--- config.mk ---
export PLATFORM = sky130hd
export DESIGN_NAME = fft_twiddle_seq_gen
export DESIGN_NICKNAME = d
export VERILOG_FILES = /design/src/rtl/fft_twiddle_seq_gen.sv
export SDC_FILE = /design/constraint.sdc
export NUM_CORES = 1
export LEC_CHECK = 0
export BUFFER_PORTS_ARGS = -buffer_cell sky130_fd_sc_hd__buf_2
export CORE_UTILIZATION = 25
export DETAILED_ROUTE_END_ITERATION = 8
export HOLD_SLACK_MARGIN = 0.03
export SLEW_MARGIN = 5
export SYNTH_ARGS = -nofsm -noshare
export SYNTH_HDL_FRONTEND = slang
export SYNTH_SLANG_ARGS = --single-unit
--- constraint.sdc ---
create_clock -name clk -period 2.95 [get_ports clk]
set_input_delay 0.1475 -clock clk [delete_from_list [all_inputs] [get_ports clk]]
set_output_delay 0.1475 -clock clk [all_outputs]
set_load 0.02 [all_outputs]
--- src/rtl/fft_twiddle_seq_gen.sv ---
// Radix-2 FFT twiddle sequencer: streams W_N^k for one butterfly stage
// from a quarter-wave cosine table, with conjugate mode and backpressure.
module fft_twiddle_seq_gen #(
  parameter int N      = 32,
  parameter int DATA_W = 16,
  parameter int FRAC_W = 8,
  localparam int LOG2N = $clog2(N)
) (
  input  logic              clk,
  input  logic              rst_n,
  input  logic              start,
  input  logic [LOG2N-1:0]  stage,
  input  logic              inverse,
  output logic              busy,
  output logic              out_valid,
  input  logic              out_ready,
  output logic [DATA_W-1:0] out_re,
  output logic [DATA_W-1:0] out_im,
  output logic [LOG2N-2:0]  out_k,
  output logic              out_last
);

  localparam int Q  = N / 4;
  localparam int RW = LOG2N - 2;
  localparam int KW = LOG2N - 1;
  localparam int TW = FRAC_W + 2;
  localparam longint PI_Q30 = 64'sd3373259426;
  localparam logic [LOG2N-1:0] SMAX = LOG2N'(LOG2N - 1);

  // Cosine table C[m] = round(2^FRAC_W*cos(2*pi*m/N)) built at elaboration
  // by a Q30 Taylor series, so no memory image file is needed.
  function automatic logic [(Q+1)*TW-1:0] cos_table();
    logic [(Q+1)*TW-1:0] t;
    longint x, x2, term, p, acc;
    t = '0;
    for (int m = 0; m <= Q; m++) begin
      x    = (PI_Q30 * 2 * longint'(m)) / longint'(N);
      x2   = (x * x) >>> 30;
      term = longint'(1) <<< 30;
      acc  = term;
      for (int n = 1; n <= 12; n++) begin
        p    = (term * x2) >>> 30;
        term = -p / longint'((2 * n - 1) * (2 * n));
        acc  = acc + term;
      end
      acc = (acc + (longint'(1) <<< (29 - FRAC_W))) >>> (30 - FRAC_W);
      if (acc < 0) acc = 0;
      t[m*TW +: TW] = TW'(acc);
    end
    return t;
  endfunction

  localparam logic [(Q+1)*TW-1:0] COS_T = cos_table();

  typedef enum logic [1:0] {IDLE, RUN, DRAIN} state_t;

  state_t state, state_nx;

  logic [LOG2N-1:0]  s_q;
  logic              inv_q;
  logic [KW-1:0]     j_q;
  logic              en, issue, last_d;
  logic [KW:0]       span;
  logic [KW-1:0]     k_d;
  logic              v0, l0;
  logic [KW-1:0]     k0;
  logic [RW-1:0]     r0;
  logic [RW:0]       rb0;
  logic              v1, l1, q1;
  logic [KW-1:0]     k1;
  logic [TW-1:0]     ca1, cb1;
  logic [DATA_W-1:0] pa, pb, re_d, im_m, im_d;

  assign en     = ~out_valid | out_ready;
  assign issue  = (state == RUN) & en;
  assign span   = (KW+1)'(1) << s_q;
  assign last_d = ({1'b0, j_q} == span - 1'b1);
  assign k_d    = j_q << (KW - int'(s_q));
  assign r0     = k0[RW-1:0];
  assign rb0    = (RW+1)'(Q) - {1'b0, r0};

  always_ff @(posedge clk or negedge rst_n) begin
    if (!rst_n) state <= IDLE;
    else        state <= state_nx;
  end

  always_comb begin
    state_nx = state;
    unique case (state)
      IDLE:    if (start) state_nx = RUN;
      RUN:     if (issue && last_d) state_nx = DRAIN;
      DRAIN:   if (out_valid && out_ready && out_last) state_nx = IDLE;
      default: state_nx = IDLE;
    endcase
  end

  always_comb begin
    busy = (state != IDLE);
  end

  // Second quadrant reuses the first: cos(pi/2+x) = -sin x, sin(pi/2+x) = cos x.
  always_comb begin
    pa   = DATA_W'(ca1);
    pb   = DATA_W'(cb1);
    re_d = q1 ? -pb : pa;
    im_m = q1 ? -pa : -pb;
    im_d = inv_q ? -im_m : im_m;
  end

  always_ff @(posedge clk or negedge rst_n) begin
    if (!rst_n) begin
      s_q       <= '0;
      inv_q     <= 1'b0;
      j_q       <= '0;
      v0        <= 1'b0;
      k0        <= '0;
      l0        <= 1'b0;
      v1        <= 1'b0;
      k1        <= '0;
      l1        <= 1'b0;
      q1        <= 1'b0;
      ca1       <= '0;
      cb1       <= '0;
      out_valid <= 1'b0;
      out_re    <= '0;
      out_im    <= '0;
      out_k     <= '0;
      out_last  <= 1'b0;
    end else begin
      if (state == IDLE && start) begin
        s_q   <= (stage > SMAX) ? SMAX : stage;
        inv_q <= inverse;
        j_q   <= '0;
      end else if (issue) begin
        j_q <= j_q + 1'b1;
      end
      if (en) begin
        v0        <= issue;
        k0        <= k_d;
        l0        <= last_d;
        v1        <= v0;
        k1        <= k0;
        l1        <= l0;
        q1        <= k0[KW-1];
        ca1       <= COS_T[r0*TW +: TW];
        cb1       <= COS_T[rb0*TW +: TW];
        out_valid <= v1;
        if (v1) begin
          out_re   <= re_d;
          out_im   <= im_d;
          out_k    <= k1;
          out_last <= l1;
        end
      end
    end
  end

endmodule

==> flow_summary.json, run 1 <==
{
  "status": "finished, violations left",
  "violations": "hold timing",
  "clkLatencyLatePin_ns": 0.33,
  "synth_most_common_cell": "nand2_1",
  "antenna_found_initial": 0,
  "maxSlewHeadroom_pct": 32.1,
  "syn-instance-count": 493,
  "dieWidth_um": 135,
  "syn_avg_cell_area_um2": 9.04,
  "drc_errors": 0,
  "synthArstFlopShare_pct": 100,
  "r2r_end": "out_im[8]$_DFFE_PN0P_",
  "setup_tns_ns": 0,
  "post_cts_buffers": 0,
  "required_ns": 3.16,
  "yosys-top-cells-area": "dfrtp_1 (45%), nand2_1 (7.2%), o21ai_0 (5.3%)",
  "startpoint": "cb1[0]$_DFFE_PN0N_",
  "pwr-share-comb_pct": 50.3,
  "syn_area_um2": 4450,
  "synthFlopType": "dfrtp_1",
  "grt_max_degree": 81,
  "synth-edff-count": 0,
  "drtAntennaViolNets": 0,
  "switching_share_pct": 45.2,
  "grt_pass1_wl_um": 17200,
  "start_util_pct": 25.7,
  "rsz0062_at_grt": "no",
  "holdWs_ns": -0.0289,
  "io_pins": 49,
  "core_um2": 17400,
  "cp-end-kind": "flop",
  "vias": 3540,
  "cts_made_buffers": 9,
  "finalWirelength_um": 10200,
  "setup_violations": 0,
  "synth_fp_nets": 517,
  "clk_path_buf_depth": 2,
  "grt_pass1_vias": 3461,
  "path_clk_slew_ns": 0.06,
  "startpoint_type": "flop",
  "ys_ff_latch": 80,
  "ys_seq_area_share_pct": 44.9,
  "powerDensity_nw_per_um2": 1250,
  "fp.dieH_um": 135,
  "worst_ep_arrival_time_ns": 2.70,
  "overflow": 0,
  "worst_pin_slew_ns": 1.02,
  "die_area_um2": 18400,
  "fmax_mhz": 401,
  "p_leak_uw": 0.00237,
  "seqPwrFrac_pct": 32.1,
  "critPathKind": "flop to flop",
  "p_clk_share_pct": 17.6,
  "power.internal_uw": 3590,
  "num_rows": 48,
  "antenna_cells": 0,
  "worstReg2RegStart": "cb1[0]$_DFFE_PN0N_",
  "routabilityCongestion": 0.866,
  "clock-sinks": 80,
  "htree_levels": 3,
  "firstDrtPassIters": 4,
  "grt_usage_pct": 11.7,
  "vias_per_cell": 4.69,
  "port_buffers": 48,
  "vdd_drop_max_mv": 0.453,
  "final_cell_area_um2": 5220,
  "place_area_um2": 4880,
  "final_layout_size_suffix_gt1_share_pct": 15.3,
  "drt-initial-drc-count": 171,
  "ys_top_cells_by_count": "nand2_1 (85), dfrtp_1 (80), o21ai_0 (47)",
  "final_util_pct": 30.1,
  "max-cap-violations": 0,
  "root_buffer": "clkbuf_16",
  "yosys.area.top_type_share_pct": 44.9,
  "worstRegToRegCells": 8,
  "synth_cell_type_count": 55,
  "dp_hpwl_um": 7440,
  "cts_tree": "yes",
  "hold_viol_final": 10,
  "routedWlPerCell_um": 13.5,
  "period_needed_ns": 2.49,
  "reg2reg_slack_ns": 0.46,
  "hp-class": "primary input to asynchronous set/reset pin",
  "drv_slew": 0,
  "yosys_warnings": 0,
  "crit_fanout": 7,
  "switchingPower_uw": 2960,
  "syn2layout_area_growth_pct": 17.2,
  "nets": 548,
  "synth_top_area_cell": "dfrtp_1",
  "fin_crit_sh_pct": 84.4,
  "finClkSkew_ns": 0.00546,
  "n_fill_cell": 1837
}
## power groups by stage
stage          logic, uW  clock network (uW)  registers (uW)
2_1_floorplan       2420                   0            2120
3_3_place_gp        3270                   0            2110
3_5_place_dp        3300                   0            2120
4_1_cts             3320                1190            2100
5_1_grt             3710                1230            2200
6_report            3290                1150            2100
## cell families (layout without fill, tap and decap cells)
kind of cell	Yosys count	in the layout	synth area share (%)
compound gates	120	120	17.1
buf+inv	51	87	4.63
flops	80	80	44.9
xor+xnor	21	21	4.13
fa+ha+maj	14	14	3.93
mux	23	23	5.22
simple gates	184	184	20.1
## area by class of cell
type                    count  area, um2  share of cell area, %
inverters                  15       56.3                   1.08
flip-flops and latches     80       2000                   38.4
well taps                 225        282                   5.39
multi-input cells         362       2260                   43.3
clock buffers              10        239                   4.58
repair buffers             56        308                   5.90
clock inverters             6       75.1                   1.44
## how the worst max path moves through the flow
| stage | cells after the start | end |
|---|---|---|
| 2_1_floorplan | 8 | out_im[6]$_DFFE_PN0P_ |
| 3_3_place_gp | 8 | out_im[8]$_DFFE_PN0P_ |
| 3_5_place_dp | 8 | out_im[8]$_DFFE_PN0P_ |
| 4_1_cts | 8 | out_im[8]$_DFFE_PN0P_ |
| 5_1_grt | 8 | out_im[8]$_DFFE_PN0P_ |
| 6_report | 8 | out_im[8]$_DFFE_PN0P_ |
## layer usage
metal	up-vias	wire length (um)	global-route usage, %
li1	1793	-	-
met1	1678	4990	15.6
met2	61	4800	19.1
met3	8	290	2.66
met4	0	78	2.50
met5	-	0	0
## metrics by stage
| step | setup slack, ns | hold WS (ns) | total power (uW) | std cells |
|---|---|---|---|---|
| 3_5_place_dp | 0.327 | 0.367 | 5420 | 736 |
| 2_1_floorplan | 0.571 | -0.148 | 4540 | 493 |
| 6_report | 0.459 | -0.0289 | 6550 | 754 |
| 3_3_place_gp | 0.450 | 0.367 | 5380 | 736 |
| 4_1_cts | 0.298 | 0.0376 | 6610 | 754 |
| 5_1_grt | 0.215 | 0.0634 | 7130 | 754 |
## state kept, by name, indices dropped and copies added (netlist names), 2 cells and up
register	cells
ca1	9
cb1	9
j_q	4
k0	4
k1	3
out_im	16
out_k	4
out_re	16
s_q	5
state	2
## placed cells by master (no fill, tap or decap), types with 12 or more instances in the layout
| cell | n |
|---|---|
| a21oi_1 | 22 |
| buf_2 | 47 |
| dfrtp_1 | 80 |
| ha_1 | 14 |
| inv_1 | 15 |
| mux2i_1 | 21 |
| nand2_1 | 84 |
| nand3_1 | 17 |
| nor2_1 | 22 |
| o21ai_0 | 47 |
| xnor2_1 | 12 |
## critical path, cell delays in order (launching register included)
cell and delay [ns]:
dfrtp_1 0.45, inv_1 0.10, ha_1 0.31, nor4b_1 0.49, a21oi_1 0.16, nor4b_2 0.41
nor3_1 0.12, a222oi_1 0.23, nand3_1 0.11
## what timing repair did
action,CTS,global route
setup endpoints to repair,0,1
resized for setup,0,1
endpoints found under the hold margin,2,0
hold buffers,2,0
Power figures use the tool's default switching activity.
==> run 2, diff against run 1 <==
==> constraint.sdc (replaced) <==
create_clock -name clk -period 2.1 [get_ports clk]
set_input_delay 0.105 -clock clk [delete_from_list [all_inputs] [get_ports clk]]
set_output_delay 0.105 -clock clk [all_outputs]
set_load 0.02 [all_outputs]
==> run 2 against run 1 <==
Effect of this change:
- global-route usage increased by 1.3 points
- worst hold slack improved by 0.10 ns
- clock power increased by 24%
- design area increased by 15%
- routed wire length increased by 12%
- non-clock buffer count increased by 77
- sequential power increased by 33%
- final cell count increased by 10%
- total power increased by 62%
- via count increased by 8.4%
- flip-flop and latch count unchanged
- the run ends with setup timing left
==> flow_summary.json, run 2 (synthesized netlist as in run 1, its figures left out) <==
{
  "clk_path_buf_depth": 2,
  "drtAntennaViolNets": 0,
  "p_clk_share_pct": 13.5,
  "root_buffer": "clkbuf_16",
  "reg2reg_slack_ns": -0.13,
  "port_buffers": 48,
  "cp-end-kind": "flop",
  "min_to": "s_q[2]$_DFFE_PN0P_",
  "htree_levels": 3,
  "final_util_pct": 34.7,
  "drv_slew": 0,
  "power.internal_uw": 5990,
  "max-cap-violations": 0,
  "antenna_cells": 0,
  "period_needed_ns": 2.23,
  "fin_crit_sh_pct": 106,
  "nets": 625,
  "num_rows": 48,
  "maxSlewHeadroom_pct": 67.9,
  "layout_commonest_cell": "nand2_1",
  "final_cell_mix": "nand2_1 (84), dfrtp_1 (80), buf_4 (75), buf_2 (47), o21ai_0 (44)",
  "status": "finished, violations left",
  "clkLatencyLatePin_ns": 0.34,
  "worstReg2RegStart": "ca1[1]$_DFFE_PN0N_",
  "fmax_mhz": 449,
  "start_util_pct": 25.7,
  "p_leak_uw": 0.00279,
  "die_area_um2": 18400,
  "worst_pin_slew_ns": 0.482,
  "holdPathStages": 3,
  "fin_cells": 831,
  "violations": "setup timing",
  "overflow": 0,
  "rsz0062_at_grt": "yes",
  "critPathKind": "flop to flop",
  "grt_max_degree": 46,
  "switchingPower_uw": 4630,
  "vias": 3836,
  "vdd_drop_max_mv": 0.664,
  "clock-sinks": 80,
  "firstDrtPassIters": 4,
  "vias_per_cell": 4.62,
  "cp_slowest_cell": "or4_4",
  "switching_share_pct": 43.6,
  "worstRegToRegCells": 7,
  "routedWlPerCell_um": 13.7,
  "antenna_found_initial": 0,
  "min_from": "start",
  "hold_viol_final": 0,
  "required_ns": 2.37,
  "cpPeakStageDelay_ns": 0.46,
  "dieWidth_um": 135,
  "core_um2": 17400,
  "crit_fanout": 5,
  "worst_slack_ns": -0.125,
  "holdWs_ns": 0.0740,
  "crit_chain": "buf_6 > or4_4 > or3_4 > and3_4 > a21o_1 > or4_1 > nand4_1",
  "io_pins": 49,
  "powerDensity_nw_per_um2": 1770,
  "worst_ep_arrival_time_ns": 2.50,
  "drc_errors": 0,
  "fp.dieH_um": 135,
  "grt_usage_pct": 13.0,
  "dp_hpwl_um": 8420,
  "grt_pass1_wl_um": 18600,
  "grt_pass1_vias": 3718,
  "cts_made_buffers": 9,
  "cts_tree": "yes",
  "pwr-share-comb_pct": 60.2,
  "finalWirelength_um": 11400,
  "dpl_worst_slack_ns": -0.164,
  "top_regs": "out_im (16), out_re (16)",
  "path_clk_slew_ns": 0.06,
  "seqPwrFrac_pct": 26.3,
  "routabilityCongestion": 0.832,
  "place_inst": 803,
  "drt-initial-drc-count": 156,
  "hp-class": "primary input to flop",
  "startpoint_type": "flop",
  "r2r_end": "out_im[6]$_DFFE_PN0P_",
  "setup_violations": 11,
  "finClkSkew_ns": 0.00890,
  "final_layout_size_suffix_gt1_share_pct": 31.4,
  "syn2layout_area_growth_pct": 35.1
}
run 2: cell count changes in the layout (fill, tap and decap cells not counted), sizes merged:
cell,before,now
buf,54,127
bufinv,1,0
clkinv,2,5
inv,17,15
dlygate4sd3,2,6
run 2: layout make-up:
| class | instances | area, um2 |
|---|---|---|
| inverters | 15 | 56.3 |
| repair buffers | 133 | 923 |
| clock inverters | 6 | 36.3 |
| flip-flops and latches | 80 | 2000 |
| fillers | 1774 | 11300 |
| clock buffers | 10 | 229 |
| multi-input cells | 362 | 2490 |
| well taps | 225 | 282 |
run 2: how the worst max path moves through the flow:
stage	depth (start not counted)	startpoint	end
3_5_place_dp	9	cb1[1]$_DFFE_PN0N_	out_im[7]$_DFFE_PN0P_
5_1_grt	9	cb1[1]$_DFFE_PN0N_	out_im[15]$_DFFE_PN0P_
4_1_cts	7	ca1[1]$_DFFE_PN0N_	out_im[6]$_DFFE_PN0P_
6_report	7	ca1[1]$_DFFE_PN0N_	out_im[6]$_DFFE_PN0P_
3_3_place_gp	9	cb1[1]$_DFFE_PN0N_	out_im[13]$_DFFE_PN0P_
2_1_floorplan	8	ca1[2]$_DFFE_PN0N_	out_im[6]$_DFFE_PN0P_
run 2: critical path, delay by kind of cell (launching register included):
family	cells	cell delay [ns]
simple gates	5	1.45
flops	1	0.41
compound gates	1	0.18
buf+inv	1	0.13
run 2: per-stage QoR:
stage	area [um2]	power, uW	setup TNS (ns)
4_1_cts	5940	10600	-0.506
5_1_grt	6020	11500	-2.03
2_1_floorplan	4540	6530	-0.295
3_5_place_dp	5450	8720	-1.50
6_report	6020	10600	-0.601
3_3_place_gp	5450	8670	-0.865
run 2: power by group through the flow:
stage,Sequential [uW],Clock (uW),Combinational [uW]
final,2800,1430,6390
after global routing,2910,1550,7050
after CTS,2800,1490,6270
after detailed placement,2810,0,5900
after global placement,2800,0,5870
after floorplan,2990,0,3550
run 2: what timing repair did:
action,in CTS,in global routing
setup buffers,6,1
resized for setup,29,13
pin swaps,14,6
hold endpoints to repair,39,0
endpoints found under the setup margin,13,15
hold buffers,6,0
run 2: routing by layer:
layer | vias to the layer above | wire (um) | global-route usage, %
met1 | 1820 | 5440 | 16.1
li1 | 1947 | - | -
met5 | - | 0 | 0
met4 | 0 | 143 | 4.49
met3 | 12 | 263 | 3.52
met2 | 57 | 5570 | 21.6
